## src/rtl/cpu_control_unit_if.sv

```systemverilog
//==============================================================================
// Module  : cpu_control_unit_if
// Brief   : Single-outstanding memory request/ready bus between sequencer and memory.
// Revision: 1.0 - initial release
//==============================================================================
`default_nettype none

interface cpu_control_unit_if;
    logic       mem_req;
    logic       mem_we;
    logic [7:0] mem_addr;
    logic [7:0] mem_wdata;
    logic [7:0] mem_rdata;
    logic       mem_ready;

    modport master (
        output mem_req,
        output mem_we,
        output mem_addr,
        output mem_wdata,
        input  mem_rdata,
        input  mem_ready
    );

    modport slave (
        input  mem_req,
        input  mem_we,
        input  mem_addr,
        input  mem_wdata,
        output mem_rdata,
        output mem_ready
    );
endinterface

`default_nettype wire

```

## src/rtl/cpu_control_unit.sv

```systemverilog
//==============================================================================
// Module  : cpu_control_unit
// Brief   : Accumulator-machine sequencer: fetch, decode, operand read, execute, store.
// Revision: 1.0 - initial release
//==============================================================================
`default_nettype none

module cpu_control_unit (
    input  wire                       clk,
    input  wire                       reset,
    cpu_control_unit_if.master        bus,
    input  wire [7:0]                 acc_in,
    input  wire                       zero_flag,
    output logic [3:0]                alu_op,
    output logic [7:0]                alu_b,
    output logic                      acc_load,
    output logic [7:0]                pc,
    output logic                      halted,
    output logic                      illegal
);

    localparam logic [3:0] C_OP_NOP = 4'h0;
    localparam logic [3:0] C_OP_LDA = 4'h1;
    localparam logic [3:0] C_OP_STA = 4'h2;
    localparam logic [3:0] C_OP_ADD = 4'h3;
    localparam logic [3:0] C_OP_SUB = 4'h4;
    localparam logic [3:0] C_OP_AND = 4'h5;
    localparam logic [3:0] C_OP_OR  = 4'h6;
    localparam logic [3:0] C_OP_XOR = 4'h7;
    localparam logic [3:0] C_OP_JMP = 4'h8;
    localparam logic [3:0] C_OP_JZ  = 4'h9;
    localparam logic [3:0] C_OP_HLT = 4'hF;

    localparam logic [3:0] C_ALU_ADD  = 4'd0;
    localparam logic [3:0] C_ALU_SUB  = 4'd1;
    localparam logic [3:0] C_ALU_AND  = 4'd2;
    localparam logic [3:0] C_ALU_OR   = 4'd3;
    localparam logic [3:0] C_ALU_XOR  = 4'd4;
    localparam logic [3:0] C_ALU_PASS = 4'd5;

    typedef enum logic [2:0] {
        ST_RST        = 3'd0,
        ST_FETCH_OP   = 3'd1,
        ST_FETCH_ADDR = 3'd2,
        ST_READ       = 3'd3,
        ST_EXEC       = 3'd4,
        ST_WRITE      = 3'd5,
        ST_HALT       = 3'd6
    } state_t;

    state_t     state_q;
    logic [7:0] pc_q;
    logic [7:0] pc_d;
    logic [3:0] ir_q;
    logic [7:0] ar_q;
    logic [7:0] opnd_q;
    logic       mem_req_q;
    logic       mem_we_q;
    logic [7:0] mem_wdata_q;
    logic [3:0] alu_op_q;
    logic       acc_load_q;
    logic       halted_q;
    logic       illegal_q;
    logic [3:0] w_rd_op;
    logic       w_rd_illegal;
    logic [3:0] w_alu_op;

    // IR keeps only the opcode nibble; the low nibble never influences decode.
    assign w_rd_op      = bus.mem_rdata[7:4];
    assign w_rd_illegal = (w_rd_op >= 4'hA) && (w_rd_op <= 4'hE);

    always_comb begin
        pc_d = pc_q + 8'd1;
        if ((state_q == ST_FETCH_ADDR) &&
            ((ir_q == C_OP_JMP) || ((ir_q == C_OP_JZ) && zero_flag))) begin
            pc_d = bus.mem_rdata;
        end
    end

    always_comb begin
        w_alu_op = C_ALU_PASS;
        case (ir_q)
            C_OP_ADD: w_alu_op = C_ALU_ADD;
            C_OP_SUB: w_alu_op = C_ALU_SUB;
            C_OP_AND: w_alu_op = C_ALU_AND;
            C_OP_OR:  w_alu_op = C_ALU_OR;
            C_OP_XOR: w_alu_op = C_ALU_XOR;
            default:  w_alu_op = C_ALU_PASS;
        endcase
    end

    always_ff @(posedge clk) begin
        if (!reset) begin
            state_q     <= ST_RST;
            pc_q        <= 8'h00;
            ir_q        <= 4'h0;
            ar_q        <= 8'h00;
            opnd_q      <= 8'h00;
            mem_req_q   <= 1'b0;
            mem_we_q    <= 1'b0;
            mem_wdata_q <= 8'h00;
            alu_op_q    <= 4'h0;
            acc_load_q  <= 1'b0;
            halted_q    <= 1'b0;
            illegal_q   <= 1'b0;
        end else begin
            acc_load_q <= 1'b0;
            unique case (state_q)
                ST_RST: begin
                    state_q   <= ST_FETCH_OP;
                    mem_req_q <= 1'b1;
                end
                ST_FETCH_OP: begin
                    if (bus.mem_ready) begin
                        ir_q <= w_rd_op;
                        pc_q <= pc_d;
                        if ((w_rd_op == C_OP_HLT) || w_rd_illegal) begin
                            state_q   <= ST_HALT;
                            mem_req_q <= 1'b0;
                            halted_q  <= 1'b1;
                            illegal_q <= w_rd_illegal;
                        end else if (w_rd_op != C_OP_NOP) begin
                            state_q <= ST_FETCH_ADDR;
                        end
                    end
                end
                ST_FETCH_ADDR: begin
                    if (bus.mem_ready) begin
                        ar_q <= bus.mem_rdata;
                        pc_q <= pc_d;
                        if ((ir_q == C_OP_JMP) || (ir_q == C_OP_JZ)) begin
                            state_q <= ST_FETCH_OP;
                        end else if (ir_q == C_OP_STA) begin
                            state_q     <= ST_WRITE;
                            mem_we_q    <= 1'b1;
                            mem_wdata_q <= acc_in;
                        end else begin
                            state_q <= ST_READ;
                        end
                    end
                end
                ST_READ: begin
                    if (bus.mem_ready) begin
                        opnd_q     <= bus.mem_rdata;
                        alu_op_q   <= w_alu_op;
                        acc_load_q <= 1'b1;
                        mem_req_q  <= 1'b0;
                        state_q    <= ST_EXEC;
                    end
                end
                ST_EXEC: begin
                    mem_req_q <= 1'b1;
                    state_q   <= ST_FETCH_OP;
                end
                ST_WRITE: begin
                    if (bus.mem_ready) begin
                        mem_we_q <= 1'b0;
                        state_q  <= ST_FETCH_OP;
                    end
                end
                ST_HALT: begin
                    state_q <= ST_HALT;
                end
                default: begin
                    state_q   <= ST_RST;
                    mem_req_q <= 1'b0;
                end
            endcase
        end
    end

    assign bus.mem_req   = mem_req_q;
    assign bus.mem_we    = mem_we_q;
    assign bus.mem_wdata = mem_wdata_q;
    assign bus.mem_addr  = ((state_q == ST_READ) || (state_q == ST_WRITE)) ? ar_q : pc_q;

    assign alu_op   = alu_op_q;
    assign alu_b    = opnd_q;
    assign acc_load = acc_load_q;
    assign pc       = pc_q;
    assign halted   = halted_q;
    assign illegal  = illegal_q;

endmodule

`default_nettype wire

```

## src/flat_wrapper.sv

```systemverilog
// flat-port wrapper written by rule: the top's interface ports become plain ports
module cpu_control_unit_flat 
  (clk, reset, acc_in, zero_flag, alu_op, alu_b, acc_load, pc, halted, illegal, bus_mem_req, bus_mem_we, bus_mem_addr, bus_mem_wdata, bus_mem_rdata, bus_mem_ready);
  cpu_control_unit_if bus_i ();
  input  wire clk;
  input  wire reset;
  input  wire [7:0] acc_in;
  input  wire zero_flag;
  output logic [3:0] alu_op;
  output logic [7:0] alu_b;
  output logic acc_load;
  output logic [7:0] pc;
  output logic halted;
  output logic illegal;
  output wire logic [$bits(bus_i.mem_req)-1:0] bus_mem_req;
  output wire logic [$bits(bus_i.mem_we)-1:0] bus_mem_we;
  output wire logic [$bits(bus_i.mem_addr)-1:0] bus_mem_addr;
  output wire logic [$bits(bus_i.mem_wdata)-1:0] bus_mem_wdata;
  input wire logic [$bits(bus_i.mem_rdata)-1:0] bus_mem_rdata;
  input wire logic [$bits(bus_i.mem_ready)-1:0] bus_mem_ready;
  assign bus_mem_req = bus_i.mem_req;
  assign bus_mem_we = bus_i.mem_we;
  assign bus_mem_addr = bus_i.mem_addr;
  assign bus_mem_wdata = bus_i.mem_wdata;
  assign bus_i.mem_rdata = bus_mem_rdata;
  assign bus_i.mem_ready = bus_mem_ready;
  cpu_control_unit u_core (.clk(clk), .reset(reset), .bus(bus_i), .acc_in(acc_in), .zero_flag(zero_flag), .alu_op(alu_op), .alu_b(alu_b), .acc_load(acc_load), .pc(pc), .halted(halted), .illegal(illegal));
endmodule
```

## config.mk

```make
export PLATFORM = sky130hd
export DESIGN_NAME = cpu_control_unit_flat
export DESIGN_NICKNAME = d
export VERILOG_FILES = /design/src/rtl/cpu_control_unit_if.sv /design/src/rtl/cpu_control_unit.sv /design/src/flat_wrapper.sv
export SDC_FILE = /design/constraint.sdc
export NUM_CORES = 1
export LEC_CHECK = 0
export BUFFER_PORTS_ARGS = -buffer_cell sky130_fd_sc_hd__buf_2
export CELL_PAD_IN_SITES_DETAIL_PLACEMENT = 0
export CELL_PAD_IN_SITES_GLOBAL_PLACEMENT = 1
export CORE_MARGIN = 1
export CORE_UTILIZATION = 40
export DETAILED_ROUTE_END_ITERATION = 8
export GPL_TIMING_DRIVEN = 0
export PLACE_DENSITY_LB_ADDON = 0.1
export REMOVE_ABC_BUFFERS = 1
export SETUP_SLACK_MARGIN = 0.1
export SLEW_MARGIN = 30
export SYNTH_ARGS = -nofsm -noshare
export SYNTH_HDL_FRONTEND = slang
export SYNTH_SLANG_ARGS = --single-unit
```

## constraint.sdc

```tcl
create_clock -name clk -period 4.1 [get_ports clk]
set_clock_uncertainty 0.15 [all_clocks]
set_input_delay 0.41 -clock clk [delete_from_list [all_inputs] [get_ports clk]]
set_output_delay 0.41 -clock clk [all_outputs]
set_load 0.02 [all_outputs]
```

==> results of run 1 <==
[cell usage in the layout (no fill, tap or decap), types with 2 or more instances in the layout]
cell type,instances
xor2_1,3
nor2_1,18
o221a_2,2
nand2b_1,4
nand3_1,15
mux2_2,9
inv_1,3
dfxtp_1,47
nand4_1,2
nand2_1,58
nand3b_1,2
o21ai_0,7
o22ai_1,6
and2b_1,3
clkbuf_8,5
o211a_1,3
buf_2,60
and3_1,3
mux2i_1,9
a31oi_1,2
a21oi_1,34
[cell families (layout without fill, tap and decap cells)]
group	after synthesis	count (layout)	synth area share, %
AND/OR/NAND/NOR	118	118	25.9
XOR/XNOR	4	4	1.59
other	1	1	0.170
buffers and inverters	22	72	4.65
AO/OA/AOI/OAI	59	59	15.8
multiplexers	18	18	8.67
adder cells (fa/ha/maj)	1	1	0.567
flip-flops	47	47	42.6
[stage by stage]
step | area, sq um | setup TNS (ps) | utilization [%]
global route | 2640 | 0 | 50.8
floorplan | 2120 | 0 | -
finish | 2640 | 0 | 50.8
CTS | 2640 | 0 | 50.8
global placement | 2500 | -2660 | 48.1
detailed placement | 2540 | 0 | 48.8
[flip-flops by register name, indices dropped and copies added (netlist names)]
| register | count |
|---|---|
| u_core.acc_load | 1 |
| u_core.alu_b | 8 |
| u_core.alu_op | 3 |
| u_core.ar_q | 8 |
| u_core.bus.mem_req | 1 |
| u_core.bus.mem_wdata | 8 |
| u_core.bus.mem_we | 1 |
| u_core.halted | 1 |
| u_core.illegal | 1 |
| u_core.ir_q | 4 |
| u_core.pc | 8 |
| u_core.state_q | 3 |
[layout make-up]
type / count / share of cell area [%]
Tap cell: 70 / 3.31
Inverter: 4 / 0.568
Clock inverter: 1 / 1.14
Multi-Input combinational cell: 201 / 44.8
Sequential cell: 47 / 35.6
Clock buffer: 6 / 2.75
Timing Repair Buffer: 61 / 11.8
[path summary, 6_finish.rpt]
kind	cells after the start	start	endpoint
worst max-delay path	4	u_core.state_q[2]$_SDFFE_PN0P_	bus_mem_addr[5]
worst min-delay path	3	acc_in[2]	u_core.bus.mem_wdata[2]$_SDFFE_PN0P_
worst max register to register	5	u_core.state_q[1]$_SDFFE_PN0P_	u_core.bus.mem_wdata[6]$_SDFFE_PN0P_
worst min register to register	2	u_core.bus.mem_wdata[3]$_SDFFE_PN0P_	u_core.bus.mem_wdata[3]$_SDFFE_PN0P_
[power by group through the flow]
stage / Clock, W / Combinational [W] / Sequential, W
final: 0.000331 / 0.000119 / 0.000493
after floorplan: 0 / 0.0000648 / 0.000506
after global routing: 0.000363 / 0.000131 / 0.000497
after detailed placement: 0 / 0.000119 / 0.000504
after CTS: 0.000340 / 0.000120 / 0.000493
after global placement: 0 / 0.000115 / 0.000502
[per-layer routing]
metal	wire length, um	vias up
met5	0	-
met4	15	0
met3	187	2
met2	2630	37
met1	2730	976
li1	-	1039
[tightest hold or removal path, cell delays in order]
cell     delay, ps
buf_2           90
nand3_1         50
a21oi_1         50
==> flow_summary.toml, run 1 <==
[power]
ir_drop_uv = 176
power.total_w = 0.000943
pwr-share-seq_pct = 52.3
power_density_nw_per_um2 = 357
cellLeakagePower_nw = 1.16
p_sw_share_pct = 26.2
p_clk_share_pct = 35.1
switchingPower_w = 0.000247
p_comb_share_pct = 12.6
p_int_w = 0.000696

[die]
pin_count = 61
die_area_sq_um = 5820
chipWidth_um = 76.3
core_sq_um = 5200
die_h_um = 76.3
start_util_pct = 42.4
rows = 26

[sta]
fmax_ghz = 0.398
fin_crit_ps = 2520
final.period_utilization_pct = 61.4
finalMaxSlewViolations = 0
tightest_slew_ps = 722
hold_viol = 0
finalSetupViolations = 0
setup_slack_ps = 1580
whs_ps = 205
rsz0062_at_grt = "no"
maxSlewHeadroom_pct = 51.8

[critical_path]
cp_top_family = "flip-flops"
endpoint_kind = "primary output"
setup.worst_path.class = "flop to primary output"
path_buf_inv = 1
crit_chain = "xor2_1 > nand2_1 > mux2_2 > buf_2"
slowest_delay_ps = 640
critPathLaunchType = "flop"
arrival_ps = 1960
crit_slowest_cell = "dfxtp_1"
rrSetupSlack_ps = 1880
crit_required_ps = 3540
path_max_fanout = 13

[global_route]
overflow = 0
top_usage_layer = "met2"
grt_pass1_vias = 1832
antenna_found_initial = 0
grt_use_met3_pct = 4.19
grt_use_met1_pct = 26.0
track_usage_pct = 19.6
grtUsageMet2_pct = 32.8
grt_pass1_wl_um = 9200
grt_max_degree = 33

[route]
wl_um = 5560
ant_nets = 0
dr.first_iter.drc_count = 73
wl_per_cell_um = 14.3
dr.pass1.iters = 4
num_vias = 2054
viasPerCell = 5.27
drc = 0

[clocking]
numCtsBuffers = 5
clock-sinks = 47
clockBufferDepth = 2
cts.repair.resized = 0
cts_tree = "yes"
clock_latency_ps = 300
htree_levels = 2
cts.hold.buffers_added = 0
clk_pin_slew_ps = 80
post_cts_buffers = 0
clockRootBuffer = "clkbuf_8"

[logic_synthesis]
synthFlopType = "dfxtp_1"
synth_edf_count = 0
seq_area_frac_synth_pct = 42.6
synthMostInstantiatedCell = "nand2_1"
yosysTopAreaCell = "dfxtp_1"
syn_inst = 270
avgSynthCellArea_sq_um = 8.17
ys_types = 43
synth_top_area_share_pct = 42.6
synth-seq-cells = 47
synth_common_cells = "nand2_1, dfxtp_1, a21oi_1, nor2_1, nand3_1"
synthArstFlopShare_pct = 0
ys_top_cells_by_area = "dfxtp_1, nand2_1, a21oi_1"
ys_warn_count = 0
synth_area_sq_um = 2210

[finish]
drive_gt1_share_pct = 26.3
fillers = 555
area_growth_pct = 19.7
fin_nets = 341
seq_area_sq_um = 941
stdcell_count = 390
n_antenna_cell = 0
multi_input_area_sq_um = 1180

[min_path]
hold_path_class = "input port to flop"

[placed_design]
place_ws_ps = 1890
post-dp-hpwl_um = 3770
io_buffers = 59
placedCellCount = 383
place.gp.congestion = 0.766

[run]
drv_cap = 0

[status]
outcome = "completed"
(Power assumes the default switching activity.)
==> run 2, diff against run 1 <==
ABC_AREA = 1   (was not set)
CORE_UTILIZATION = 32   (was 40)
clock period = 2.2 ns   (was 4.1 ns; I/O delays follow)
==> run 2 against run 1 <==
Effect of this change: critical endpoint is now bus_mem_addr[7]; flip-flop and latch count unchanged; non-clock buffer count up 6; core utilization down 8.7 points; wire length up 11%; final cell count up 18%; combinational power rose to 9.2 times the previous value; sequential power up 140%; global-route usage down 2.3 points; critical path depth up 1; first-iteration DRC count up 88%.
==> flow_summary.toml, run 2 <==
[status]
outcome = "completed"

[clocking]
clockRootBuffer = "clkbuf_8"
clk_pin_slew_ps = 90
htree_levels = 2
cts_tree = "yes"
numCtsBuffers = 5
clock_latency_ps = 300
clockBufferDepth = 2
clock-sinks = 47

[sta]
whs_ps = 39.3
finalSetupViolations = 0
maxSlewHeadroom_pct = 57.9
rsz0062_at_grt = "no"
tightest_slew_ps = 631
fin_tns_setup_ps = 0
hold_viol = 0
final.period_utilization_pct = 89.6
finalMaxSlewViolations = 0
fmax_ghz = 0.507
fin_crit_ps = 1970

[global_route]
grt_pass1_wl_um = 10000
grt_pass1_vias = 2061
track_usage_pct = 17.4
grt_use_met3_pct = 3.02
antenna_found_initial = 0
grt_use_met1_pct = 24.7
grtUsageMet2_pct = 27.1
top_usage_layer = "met2"
overflow = 0
grt_max_degree = 38

[finish]
fillers = 704
final_cell_mix = "buf_2, nand2_1, nor2_1, dfxtp_1, o21ai_0"
fin_nets = 403
multi_input_area_sq_um = 1090
area_growth_pct = 23.4
drive_gt1_share_pct = 23.0
final_common_cell = "buf_2"
seq_area_sq_um = 945
n_antenna_cell = 0

[power]
p_comb_share_pct = 39.0
switchingPower_w = 0.00119
p_clk_share_pct = 19.4
power_density_nw_per_um2 = 1020
ir_drop_uv = 345
power.total_w = 0.00278
p_int_w = 0.00159
p_sw_share_pct = 42.7
pwr-share-seq_pct = 41.6
cellLeakagePower_nw = 1.31

[placed_design]
post-dp-hpwl_um = 4160
io_buffers = 59
place.gp.congestion = 0.786

[logic_synthesis]
syn_inst = 319
synthMostInstantiatedCell = "nand2_1"
ys_types = 29
synth_area_sq_um = 2210
avgSynthCellArea_sq_um = 6.93
synth_edf_count = 0
synth_top_area_share_pct = 42.5
ys_warn_count = 0
ys_top_cells_by_area = "dfxtp_1, o21ai_0, nand2_1"
synthFlopType = "dfxtp_1"
seq_area_frac_synth_pct = 42.5
synth-seq-cells = 47
yosysTopAreaCell = "dfxtp_1"
synth_common_cells = "nand2_1, dfxtp_1, nor2_1, o21ai_0, nand3_1"
synthArstFlopShare_pct = 0

[route]
num_vias = 2224
wl_per_cell_um = 13.4
drc = 0
viasPerCell = 4.83
dr.first_iter.drc_count = 137
ant_nets = 0
wl_um = 6180
dr.pass1.iters = 4

[critical_path]
path_max_fanout = 8
endpoint_kind = "primary output"
setup.worst_path.class = "flop to primary output"
critPathLaunchType = "flop"
arrival_ps = 1600
crit_required_ps = 1830

[die]
core_sq_um = 6490
pin_count = 61
start_util_pct = 34.1
die_area_sq_um = 7250
chipWidth_um = 85.1
rows = 29
die_h_um = 85.1

[min_path]
hold_path_class = "input port to flop"

[run]
drv_cap = 0
[run 2: changes by cell type in the layout (fill, tap and decap cells not counted), sizes merged, moves of 4 or more]
cell and delta:
o21ai +35, inv +30, nor2 +30, nand3 +21, mux2 -9, mux2i -9
dlygate4sd3 +8, o22ai -6, a21oi -4, nand2b -4
[run 2: worst paths after layout]
| check | startpoint | endpoint | slack (ps) | cells after the start |
|---|---|---|---|---|
| min | bus_mem_rdata[0] | u_core.ar_q[0]$_SDFFE_PN0P_ | 40 | 3 |
| max | u_core.state_q[2]$_SDFFE_PN0P_ | bus_mem_addr[7] | 230 | 5 |
| max reg2reg | u_core.state_q[0]$_SDFFE_PN0P_ | u_core.pc[0]$_SDFFE_PN0P_ | 320 | 7 |
| min reg2reg | u_core.alu_b[1]$_SDFFE_PN0P_ | u_core.alu_b[1]$_SDFFE_PN0P_ | 320 | 2 |
[run 2: repair_timing]
action                                 4_1_cts  5_1_grt
pin swaps                                    0        1
hold buffers                                 8        0
endpoints found under the hold margin        8        0
gates resized for setup                      2        7
setup buffers                                0        0
cloned                                       0        1
setup endpoints to repair                    8       18
[run 2: critical path: stages, from the launching register on]
cell,delay [ps]
dfxtp_2,360
inv_1,110
nand2_2,130
o21ai_2,350
o21ai_0,160
buf_2,180
[run 2: power groups by stage]
stage | Clock (W) | Combinational [W] | Sequential (W)
floorplan | 0 | 0.000652 | 0.00122
finish | 0.000539 | 0.00109 | 0.00116
global placement | 0 | 0.00102 | 0.00116
CTS | 0.000566 | 0.00105 | 0.00114
global route | 0.000594 | 0.00122 | 0.00119
detailed placement | 0 | 0.00102 | 0.00116
[run 2: cells by family (layout without fill, tap and decap cells)]
logic type                 after synthesis  count (layout)  share of synthesized area, %
other                                    1               1                         0.170
and+or+nand+nor                        150             150                          29.8
DFF                                     47              47                          42.5
buffers and inverters                   46             109                          9.50
xor gates and xnor gates                 1               1                         0.396
adders and majority gates                1               1                         0.566
AOI/OAI and AO/OA                       73              74                          17.0
[run 2: routing by layer]
layer / share of wire, % / vias up
li1: - / 1168
met1: 52 / 1000
met2: 44 / 51
met3: 3.8 / 5
met4: 0.83 / 0
met5: 0 / -
[run 2: area by class of cell]
type                            instances  area share [%]
Clock buffer                            6            2.66
Clock inverter                          2           0.642
Tap cell                               77            3.53
Inverter                               34            4.77
Timing Repair Buffer                   67            13.7
Sequential cell                        47            34.6
Multi-Input combinational cell        227            40.1
[run 2: per-stage QoR]
stage	util, %	cell area [sq um]	setup WS (ps)	instances
2_1_floorplan	-	2130	329	307
3_3_place_gp	38.8	2520	-49.2	443
3_5_place_dp	38.8	2520	18.0	443
4_1_cts	41.6	2700	134	459
5_1_grt	42.0	2730	121	460
6_report	42.0	2730	229	460
==> run 3, diff against run 2 <==
CORE_UTILIZATION = 39   (was 32)
clock period = 2.4 ns   (was 2.2 ns; I/O delays follow)
==> run 3 against run 2 <==
Effect of this change: wire length decreased by 9.5%; non-clock buffer count shrank 6; final cell count is 2.6% lower; combinational power down 13%; die area fell by 18%; global-route usage up 2.1 points; register-to-register slack gained 130 ps; final area is 3.4% lower; flip-flop and latch count stayed put; core utilization increased by 6.1 points; clock-buffer cell count unchanged; critical path type unchanged; largest power group unchanged.
==> flow_summary.toml, run 3 (synthesis gave the netlist of run 2 again) <==
[finish]
fin_util_pct = 48.2
drive_gt1_share_pct = 21.8
final_cell_mix = "buf_2, nand2_1, dfxtp_1, nor2_1, o21ai_0"
final_common_cell = "buf_2"
fin_nets = 396
area_growth_pct = 19.2
n_antenna_cell = 0

[die]
chipWidth_um = 77.3
die_area_sq_um = 5980
die_h_um = 77.3
rows = 27
pin_count = 61
start_util_pct = 40.4
core_sq_um = 5470

[power]
power.total_w = 0.00249
power_density_nw_per_um2 = 945
cellLeakagePower_nw = 1.28
ir_drop_uv = 447

[sta]
fin_crit_ps = 2090
tightest_slew_ps = 620
hold_viol = 0
fin_tns_setup_ps = 0
finalMaxSlewViolations = 0
final.period_utilization_pct = 87.3
fmax_ghz = 0.477
rsz0062_at_grt = "no"
maxSlewHeadroom_pct = 58.7
finalSetupViolations = 0

[clocking]
clk_pin_slew_ps = 90
clockRootBuffer = "clkbuf_8"
cts_tree = "yes"
post_cts_buffers = 0
numCtsBuffers = 5
clockBufferDepth = 2
clock-sinks = 47
clock_latency_ps = 300
htree_levels = 2

[route]
num_vias = 2171
ant_nets = 0
dr.first_iter.drc_count = 102
viasPerCell = 4.85
dr.pass1.iters = 4
drc = 0
wl_per_cell_um = 12.5
wl_um = 5590

[critical_path]
setup.worst_path.class = "flop to primary output"
critPathLaunchType = "flop"
path_max_fanout = 16
arrival_ps = 1700
slowest_delay_ps = 430
endpoint_kind = "primary output"
rrSetupSlack_ps = 450
crit_start = "u_core.state_q[0]$_SDFFE_PN0P_"
crit_required_ps = 2010
crit_chain = "nand2_1 > o21ai_4 > nor2_1 > a21oi_1 > buf_2"
path_buf_inv = 1
r2r_start = "u_core.state_q[0]$_SDFFE_PN0P_"
cp_top_family = "compound AO/OA/AOI/OAI gates"
crit_slowest_cell = "dfxtp_1"

[global_route]
grtUsageMet2_pct = 29.1
grt_use_met1_pct = 27.9
grt_max_degree = 38
grt_use_met3_pct = 3.81
grt_pass1_vias = 1932
antenna_found_initial = 0
overflow = 0
top_usage_layer = "met2"
track_usage_pct = 19.5
grt_pass1_wl_um = 9180

[run]
drv_cap = 0

[min_path]
hold_path_class = "input port to flop"
min_from = "acc_in[3]"

[placed_design]
place.gp.congestion = 0.769
post-dp-hpwl_um = 3940
io_buffers = 59

[status]
outcome = "completed"
-- run 3: layout make-up --
type,count,area (sq um)
fillers,616,2840
flip-flops and latches,47,941
clock inverters,2,17.5
multi-input cells,226,1070
repair buffers,61,315
clock buffers,6,72.6
inverters,34,128
well taps,72,90.1
-- run 3: worst reg2reg max path, stage by stage (launching register included) --
cell	delay, ps
dfxtp_1	370
nor2_1	180
nand2_2	150
nor2_2	390
nand2_2	230
inv_2	200
o21ai_0	100
nor2_1	120
-- run 3: final timing paths --
kind / end / cells past startpoint
setup / recovery: bus_mem_addr[5] / 5
hold / removal: u_core.bus.mem_wdata[3]$_SDFFE_PN0P_ / 3
setup reg to reg: u_core.bus.mem_wdata[6]$_SDFFE_PN0P_ / 7
hold reg to reg: u_core.alu_b[2]$_SDFFE_PN0P_ / 2
-- run 3: report_power, final --
part,switching [W],internal (W)
Combinational,0.000634,0.000317
Sequential,0.000132,0.000914
Clock,0.000283,0.000210
-- run 3: layer usage --
layer  wire length [um]  vias up
met5                  0        -
met4                 47        0
met3                249        8
met2               2320       56
met1               2980      958
li1                   -     1149
-- run 3: what timing repair did --
| item | CTS | global route |
|---|---|---|
| setup endpoints to repair | 8 | 8 |
| gates resized for setup | 1 | 1 |
| hold buffers | 2 | 0 |
| hold endpoints to repair | 2 | 0 |
-- run 3: stage by stage --
| step | setup slack [ps] | hold slack [ps] | area (sq um) | std cells |
|---|---|---|---|---|
| 5_1_grt | 95.2 | 5.55 | 2640 | 448 |
| 6_report | 305 | 6.90 | 2640 | 448 |
| 3_5_place_dp | 238 | 307 | 2510 | 438 |
| 4_1_cts | 196 | 2.52 | 2630 | 448 |
| 3_3_place_gp | 187 | 300 | 2510 | 438 |
| 2_1_floorplan | 509 | 216 | 2130 | 307 |
